File: config.mk
export PLATFORM = sky130hd
export DESIGN_NAME = div_cu
export DESIGN_NICKNAME = d
export VERILOG_FILES = /design/src/rtl/div_cu.sv
export SDC_FILE = /design/constraint.sdc
export NUM_CORES = 1
export LEC_CHECK = 0
export ABC_AREA = 1
export BUFFER_PORTS_ARGS = -buffer_cell sky130_fd_sc_hd__buf_2
export CAP_MARGIN = 10
export CELL_PAD_IN_SITES_DETAIL_PLACEMENT = 0
export CELL_PAD_IN_SITES_GLOBAL_PLACEMENT = 1
export CORE_MARGIN = 3
export CORE_UTILIZATION = 42
export CTS_BUF_LIST = sky130_fd_sc_hd__clkbuf_16
export DETAILED_ROUTE_END_ITERATION = 12
export HOLD_SLACK_MARGIN = 0.03
export PLACE_DENSITY = 0.83
export SLEW_MARGIN = 5
export SYNTH_ARGS = -nofsm -noshare
export SYNTH_HDL_FRONTEND = slang
export SYNTH_SLANG_ARGS = --single-unit
File: constraint.sdc
create_clock -name clk -period 2.5 [get_ports clk]
set_input_delay 0.375 -clock clk [delete_from_list [all_inputs] [get_ports clk]]
set_output_delay 0.375 -clock clk [all_outputs]
set_load 0.01 [all_outputs]
File: src/rtl/div_cu.sv
// -----------------------------------------------------------------------------
// div_cu -- control unit for an N-bit restoring divider.
//
// Sequences the external A/B/C/adder datapath through one LOAD, N quotient
// iterations (SHIFT, SUB, SUBWB, CHECK, optional RESTORE/RESTWB, SETQ) and a
// one-cycle DONE pulse. All control outputs come straight from flops: the
// output word is decoded from the next state and registered, so the outputs
// are a pure function of the current state (and the quotient-bit flag).
//
// Ports
//   clk      rising-edge clock
//   rst      asynchronous active-low reset (forces IDLE, ready=1, rest 0)
//   start    begin a division; looked at only in IDLE
//   ASign    sign of partial remainder A[N]; looked at only in CHECK
//   ready    high in IDLE only
//   done     one-cycle pulse when Q/R in the datapath are valid
//   ldAslc   A-mux select: 0 = dividend high half, 1 = adder Sum
//   ldBslc   B-mux select: 0 = dividend low half, 1 = {B[N-1:1],Res}
//   ldAen    parallel-load enable for A
//   ldBen    parallel-load enable for B
//   ldCen    parallel-load enable for C (divisor)
//   Shiften  shift A:B left by one
//   Signslc  1 = subtract divisor, 0 = add divisor
//   Adden    adder capture enable (Sum valid the following cycle)
//   Res      quotient bit written into B[0]
// -----------------------------------------------------------------------------
module div_cu #(
    parameter int N = 6
) (
    input  logic clk,
    input  logic rst,
    input  logic start,
    input  logic ASign,
    output logic ready,
    output logic done,
    output logic ldAslc,
    output logic ldBslc,
    output logic ldAen,
    output logic ldBen,
    output logic ldCen,
    output logic Shiften,
    output logic Signslc,
    output logic Adden,
    output logic Res
);

    // Counter only has to reach N-1, so it never wraps during an operation.
    localparam int CW = (N > 1) ? $clog2(N) : 1;
    localparam logic [CW-1:0] LAST_ITER = CW'(N - 1);

    typedef enum logic [3:0] {
        S_IDLE    = 4'd0,
        S_LOAD    = 4'd1,
        S_SHIFT   = 4'd2,
        S_SUB     = 4'd3,
        S_SUBWB   = 4'd4,
        S_CHECK   = 4'd5,
        S_RESTORE = 4'd6,
        S_RESTWB  = 4'd7,
        S_SETQ    = 4'd8,
        S_DONE    = 4'd9
    } state_t;

    // Output word layout:
    // [10] ready [9] done [8] ldAslc [7] ldBslc [6] ldAen [5] ldBen
    // [4] ldCen [3] Shiften [2] Signslc [1] Adden [0] Res
    localparam logic [10:0] OUT_IDLE    = 11'h400;
    localparam logic [10:0] OUT_LOAD    = 11'h070;
    localparam logic [10:0] OUT_SHIFT   = 11'h008;
    localparam logic [10:0] OUT_SUB     = 11'h006;
    localparam logic [10:0] OUT_SUBWB   = 11'h144;
    localparam logic [10:0] OUT_RESTORE = 11'h002;
    localparam logic [10:0] OUT_RESTWB  = 11'h140;
    localparam logic [10:0] OUT_SETQ    = 11'h0A0;
    localparam logic [10:0] OUT_DONE    = 11'h200;
    localparam logic [10:0] OUT_NONE    = 11'h000;

    state_t          state_q;
    state_t          state_d;
    logic [CW-1:0]   cnt_q;
    logic [CW-1:0]   cnt_d;
    logic            qbit_q;
    logic            qbit_d;
    logic [10:0]     out_q;
    logic [10:0]     out_d;

    // Next-state, iteration counter and quotient-bit logic.
    always_comb begin
        state_d = state_q;
        cnt_d   = cnt_q;
        qbit_d  = qbit_q;
        case (state_q)
            S_IDLE: begin
                if (start) begin
                    state_d = S_LOAD;
                end else begin
                    state_d = S_IDLE;
                end
            end
            S_LOAD: begin
                cnt_d   = {CW{1'b0}};
                state_d = S_SHIFT;
            end
            S_SHIFT: begin
                state_d = S_SUB;
            end
            S_SUB: begin
                state_d = S_SUBWB;
            end
            S_SUBWB: begin
                state_d = S_CHECK;
            end
            S_CHECK: begin
                // Negative trial remainder: quotient bit 0 and undo the subtract.
                if (ASign) begin
                    qbit_d  = 1'b0;
                    state_d = S_RESTORE;
                end else begin
                    qbit_d  = 1'b1;
                    state_d = S_SETQ;
                end
            end
            S_RESTORE: begin
                state_d = S_RESTWB;
            end
            S_RESTWB: begin
                state_d = S_SETQ;
            end
            S_SETQ: begin
                if (cnt_q == LAST_ITER) begin
                    state_d = S_DONE;
                end else begin
                    cnt_d   = cnt_q + {{(CW-1){1'b0}}, 1'b1};
                    state_d = S_SHIFT;
                end
            end
            S_DONE: begin
                state_d = S_IDLE;
            end
            default: begin
                state_d = S_IDLE;
            end
        endcase
    end

    // Decode the control word for the state being entered, so it can be registered.
    always_comb begin
        out_d = OUT_NONE;
        case (state_d)
            S_IDLE:    out_d = OUT_IDLE;
            S_LOAD:    out_d = OUT_LOAD;
            S_SHIFT:   out_d = OUT_SHIFT;
            S_SUB:     out_d = OUT_SUB;
            S_SUBWB:   out_d = OUT_SUBWB;
            S_CHECK:   out_d = OUT_NONE;
            S_RESTORE: out_d = OUT_RESTORE;
            S_RESTWB:  out_d = OUT_RESTWB;
            S_SETQ:    out_d = OUT_SETQ | {10'b00_0000_0000, qbit_d};
            S_DONE:    out_d = OUT_DONE;
            default:   out_d = OUT_IDLE;
        endcase
    end

    // State, counter, quotient flag and registered control word.
    always_ff @(posedge clk or negedge rst) begin
        if (!rst) begin
            state_q <= S_IDLE;
            cnt_q   <= {CW{1'b0}};
            qbit_q  <= 1'b0;
            out_q   <= OUT_IDLE;
        end else begin
            state_q <= state_d;
            cnt_q   <= cnt_d;
            qbit_q  <= qbit_d;
            out_q   <= out_d;
        end
    end

    assign ready   = out_q[10];
    assign done    = out_q[9];
    assign ldAslc  = out_q[8];
    assign ldBslc  = out_q[7];
    assign ldAen   = out_q[6];
    assign ldBen   = out_q[5];
    assign ldCen   = out_q[4];
    assign Shiften = out_q[3];
    assign Signslc = out_q[2];
    assign Adden   = out_q[1];
    assign Res     = out_q[0];

endmodule

## After elaboration in Yosys (flattened, before gate mapping)

Cells that the tools add are included.

| cells by class | value |
|---|---|
| add/subtract/negate cells | 1 |
| eq/ne operators | 19 |
| multiplexer cells | 9 |
| reduce and logical (&&, ||, !) cells | 3 |

Operators with widths:

| cell | count |
|---|---|
| one-hot mux 11 bit (9 select lines) | 1 |
| one-hot mux 4 bit (9 select lines) | 1 |
| equality test 4 x 3 -> 1 bit (second input constant) | 8 |
| equality test 4 x 2 -> 1 bit (second input constant) | 4 |
| equality test 4 bit (second input constant) | 3 |
| equality test 4 x 1 -> 1 bit (second input constant) | 2 |
| 2-to-1 mux 4 bit | 2 |
| one-hot mux 3 bit (2 select lines) | 1 |
| zero test 4 bit | 1 |
| adder 3 x 1 -> 3 bit (second input constant) | 1 |
| equality test 3 bit (second input constant) | 1 |
| 2-to-1 mux 1 bit | 3 |
| 2-to-1 mux 3 bit | 1 |
| inequality test 2 bit (second input constant) | 1 |
| AND reduction 2 bit | 1 |
| nonzero test 2 bit | 1 |

| storage, ports and cells | value |
|---|---|
| register bits after elaboration | 19 |
| bits of input ports | 4 |
| logic and storage cells | 36 |

## Depth between registers and ports, before layout

| logic depth | value |
|---|---|
| depth in word-level cells | 5 |
| gate-level depth with buffers | 8 |
| depth with buffers taken out | 8 |

## Least setup slack after synthesis

No wires, ideal clock.

| path | value |
|---|---|
| kind | reg-to-reg |
| start | reg cnt_q[1] |
| end | reg state_q[1] |
| library setup time | 0.127 ns |
| arrival | 0.937 ns |
| slack | 1.436 ns |
| cell stages (with the launch flop) | 7 |
| path buffers | 0 |
| period minus slack after synthesis | 1.064 ns |
| path through | dfrtp_1 > inv_1 > ha_1 > nand2_1 > nand3_2 > nand2_2 > nand3b_1 |

| on the way | value |
|---|---|
| word-level cells in the longest chain between the ends | 3 |

RTL lines:

| what | RTL line | RTL |
|---|---|---|
| start: declaration | 80 | `logic [CW-1:0] cnt_q;` |
| start signal: assignment | 168 | `cnt_q <= {CW{1'b0}};` |
| start signal: assignment | 173 | `cnt_q <= cnt_d;` |
| equality test 3 bit | 130 | `if (cnt_q == LAST_ITER) begin` |
| 2-to-1 mux 4 bit | 130 |  |
| one-hot mux 4 bit (9 select lines) | 92 | `case (state_q)` |
| net state_d[1] | 79 | `state_t state_d;` |
| end signal: assignment | 172 | `state_q <= state_d;` |
| end: declaration | 78 | `state_t state_q;` |

The timed path passes the listed nets, and every way through them passes these cells.
A chain may end at the register's enable or synchronous reset.

## Final worst setup path

| path | value |
|---|---|
| start | reg out_q[10] |
| end | out ready |

RTL lines:

| what | RTL line | RTL |
|---|---|---|
| start: declaration | 84 | `logic [10:0] out_q;` |
| start signal: assignment | 175 | `out_q <= out_d;` |
| end: declaration | 34 | `output logic ready,` |

No word-level cell between the ends.

==> impl_metrics.ini <==
[status]
status = completed

[sta]
fin_crit_ps = 1250
slew_violations = 0
hold_viol = 0
worstMarginPinSlew_ps = 413
slew_headroom = 0.725
hold_ws_ps = 56.6
skew_ps = 1.79
fin_setup_tns_ps = 0
setup_viol = 0
fmax_mhz = 803
post-route-period-util = 0.498
rsz0062_at_grt = no

[worst_setup_path]
crit_start = out_q[10]$_DFF_PN1_
critical_path.max_fanout = 1
crit_buf_inv = 1
critPathMaxStageDelay_ps = 510
crit_chain = buf_2
required_ps = 2120
crit_arrival_ps = 870
critPathSlowestCell = dfstp_2
reg2reg_from = cnt_q[1]$_DFFE_PN0P_
end_kind = output port
crit_family = flip-flops
path_class = reg2out
start_kind = register

[global_route]
globalRouteOverflowTotal = 0
antenna_found_initial = 0
grt_pass1_vias = 542
grt_use_total = 0.131
grt_pass1_wl_um = 2370
grt_max_degree = 20

[placement]
gp_congestion = 0.741
placed_cell_area_um2 = 902
port_buffers = 14
hpwlAfterDp_um = 1050

[synthesis]
synth-seq-area-share = 0.595
synth_xor_area_frac = 0.0109
synthAdderAreaFrac = 0.0313
ys_types = 18
syn-num-nets = 93
synth_compound_area_frac = 0.0313
synth_top_family_by_area = simple AND/OR/NAND/NOR gates
yosysTopAreaCell = dfrtp_1
synth_top_area_frac = 0.563
synth_warnings = 0
syn_avg_cell_area_um2 = 9.20
synth_cells = 87
synthSimpleGateAreaFrac = 0.275
synth.mux.area_fraction = 0
synthTopCellsByArea = dfrtp_1, nand2_1, inv_1, nor2_1, dfstp_2
ys_seq_elements = 19
synthesis.area_um2 = 801

[power_and_ir_drop]
power_leakage_nw = 0.595
power_density_nw_per_um2 = 1210
p_sw_uw = 417
p_clk_frac = 0.268
power.share.combinational = 0.339
seqPwrFrac = 0.394
ir_worst_vdd_v = 0.000625
power.internal_uw = 775
p_sw_frac = 0.350

[detailed_routing]
drc = 0
drt_wl_total_um = 1370
ant_nets = 0
post_drt_wl_per_cell_um = 10.5
first_pass_iters = 4
drt_iter0_drc = 10
vias_per_cell = 4.66
vias = 606

[die]
dieArea_um2 = 2470
dieWidth_um = 49.7
io_pins = 15
row_count = 15
initial_core_util = 0.454
die_h_um = 49.7
coreArea_um2 = 1760

[cts]
insertion_delay_ps = 250
cts_root_buf = clkbuf_16
clk_path_buf_depth = 2
clk_pin_slew_ps = 50
cts_hold_buf = 0
cts_sinks = 19
numCtsBuffers = 3
tritoncts = yes
post_cts_resized = 0
post-cts-setup-buffers = 0
h-tree-depth = 1

[layout]
diodes = 0
utilization = 0.557
area_growth_syn_to_layout_pct = 22.7
final_nets = 112
final_area_um2 = 982
num-fill-cells = 170
drive_gt1_frac = 0.248

[min_path]
min_path_type = in2async

[run]
max_cap_viol_count = 0
-- worst paths after layout --
| path | to | depth (start not counted) | slack (ps) |
|---|---|---|---|
| max reg2reg | state_q[1]$_DFF_PN0_ | 6 | 1300 |
| min in group clk | qbit_q$_DFF_PN0_ | 2 | 330 |
| min reg2reg | qbit_q$_DFF_PN0_ | 2 | 470 |
| min | out_q[9]$_DFF_PN0_ | 1 | 60 |
| max | ready | 1 | 1250 |
| max in group asynchronous | out_q[10]$_DFF_PN1_ | 1 | 2120 |
-- final cells by class --
type | instances | area, µm² | area share
Clock inverter | 1 | 5.00 | 0.00510
Sequential cell | 19 | 477 | 0.485
Clock buffer | 3 | 75.1 | 0.0764
Timing Repair Buffer | 14 | 70.1 | 0.0713
Multi-Input combinational cell | 56 | 279 | 0.284
Inverter | 12 | 45.0 | 0.0459
Tap cell | 25 | 31.3 | 0.0318
-- stage by stage --
stage	std cells	power (mW)	setup WS, ps
floorplan	87	0.755	1440
global route	130	1.29	1200
finish	130	1.19	1250
CTS	130	1.20	1250
detailed placement	126	0.884	1310
global placement	126	0.881	1320
-- Yosys cell counts --
master / count
ha_1: 2
nand3b_1: 1
nor2_1: 9
nand2_1: 27
dfstp_2: 1
o21ai_0: 2
o22ai_1: 1
xnor2_1: 1
dfrtp_1: 18
o21ai_2: 1
nor2_2: 2
nand3_2: 1
inv_1: 11
nor2_4: 1
nand3_1: 5
inv_2: 1
nand4_1: 2
nand2_2: 1
-- cells by family after synthesis --
kind of cell,after synthesis
buffers and inverters,12
flip-flops,19
adder cells (fa/ha/maj),2
AO/OA/AOI/OAI,4
AND/OR/NAND/NOR,49
XOR/XNOR,1
-- power groups by stage --
stage               logic (mW)  clock network (mW)  registers (mW)
floorplan                0.250                   0           0.505
global placement         0.408                   0           0.473
detailed placement       0.408                   0           0.476
CTS                      0.409               0.325           0.470
global route             0.465               0.342           0.483
finish                   0.404               0.319           0.470
-- layout by cell type (no fill, tap or decap), drive strengths merged --
master / netlist / final
o21ai: 3 / 3
nand2: 28 / 28
clkbuf: 0 / 3
dfrtp: 18 / 18
nand3: 6 / 6
inv: 12 / 12
ha: 2 / 2
nor2: 12 / 12
buf: 0 / 14
dfstp: 1 / 1
o22ai: 1 / 1
nand3b: 1 / 1
clkinv: 0 / 1
nand4: 2 / 2
xnor2: 1 / 1
-- routing by layer --
layer / global-route usage / routed length (µm) / up-vias
li1: - / - / 306
met1: 0.179 / 656 / 277
met2: 0.183 / 571 / 19
met3: 0.0332 / 100 / 4
met4: 0.0829 / 39 / 0
met5: 0 / 0 / -
-- flip-flops by register name (all words and copies together), names as in the netlist --
signal   cells
out_q       11
qbit_q       1
state_q      4
cnt_q        3
No activity file was read; power rests on OpenSTA's default activity.
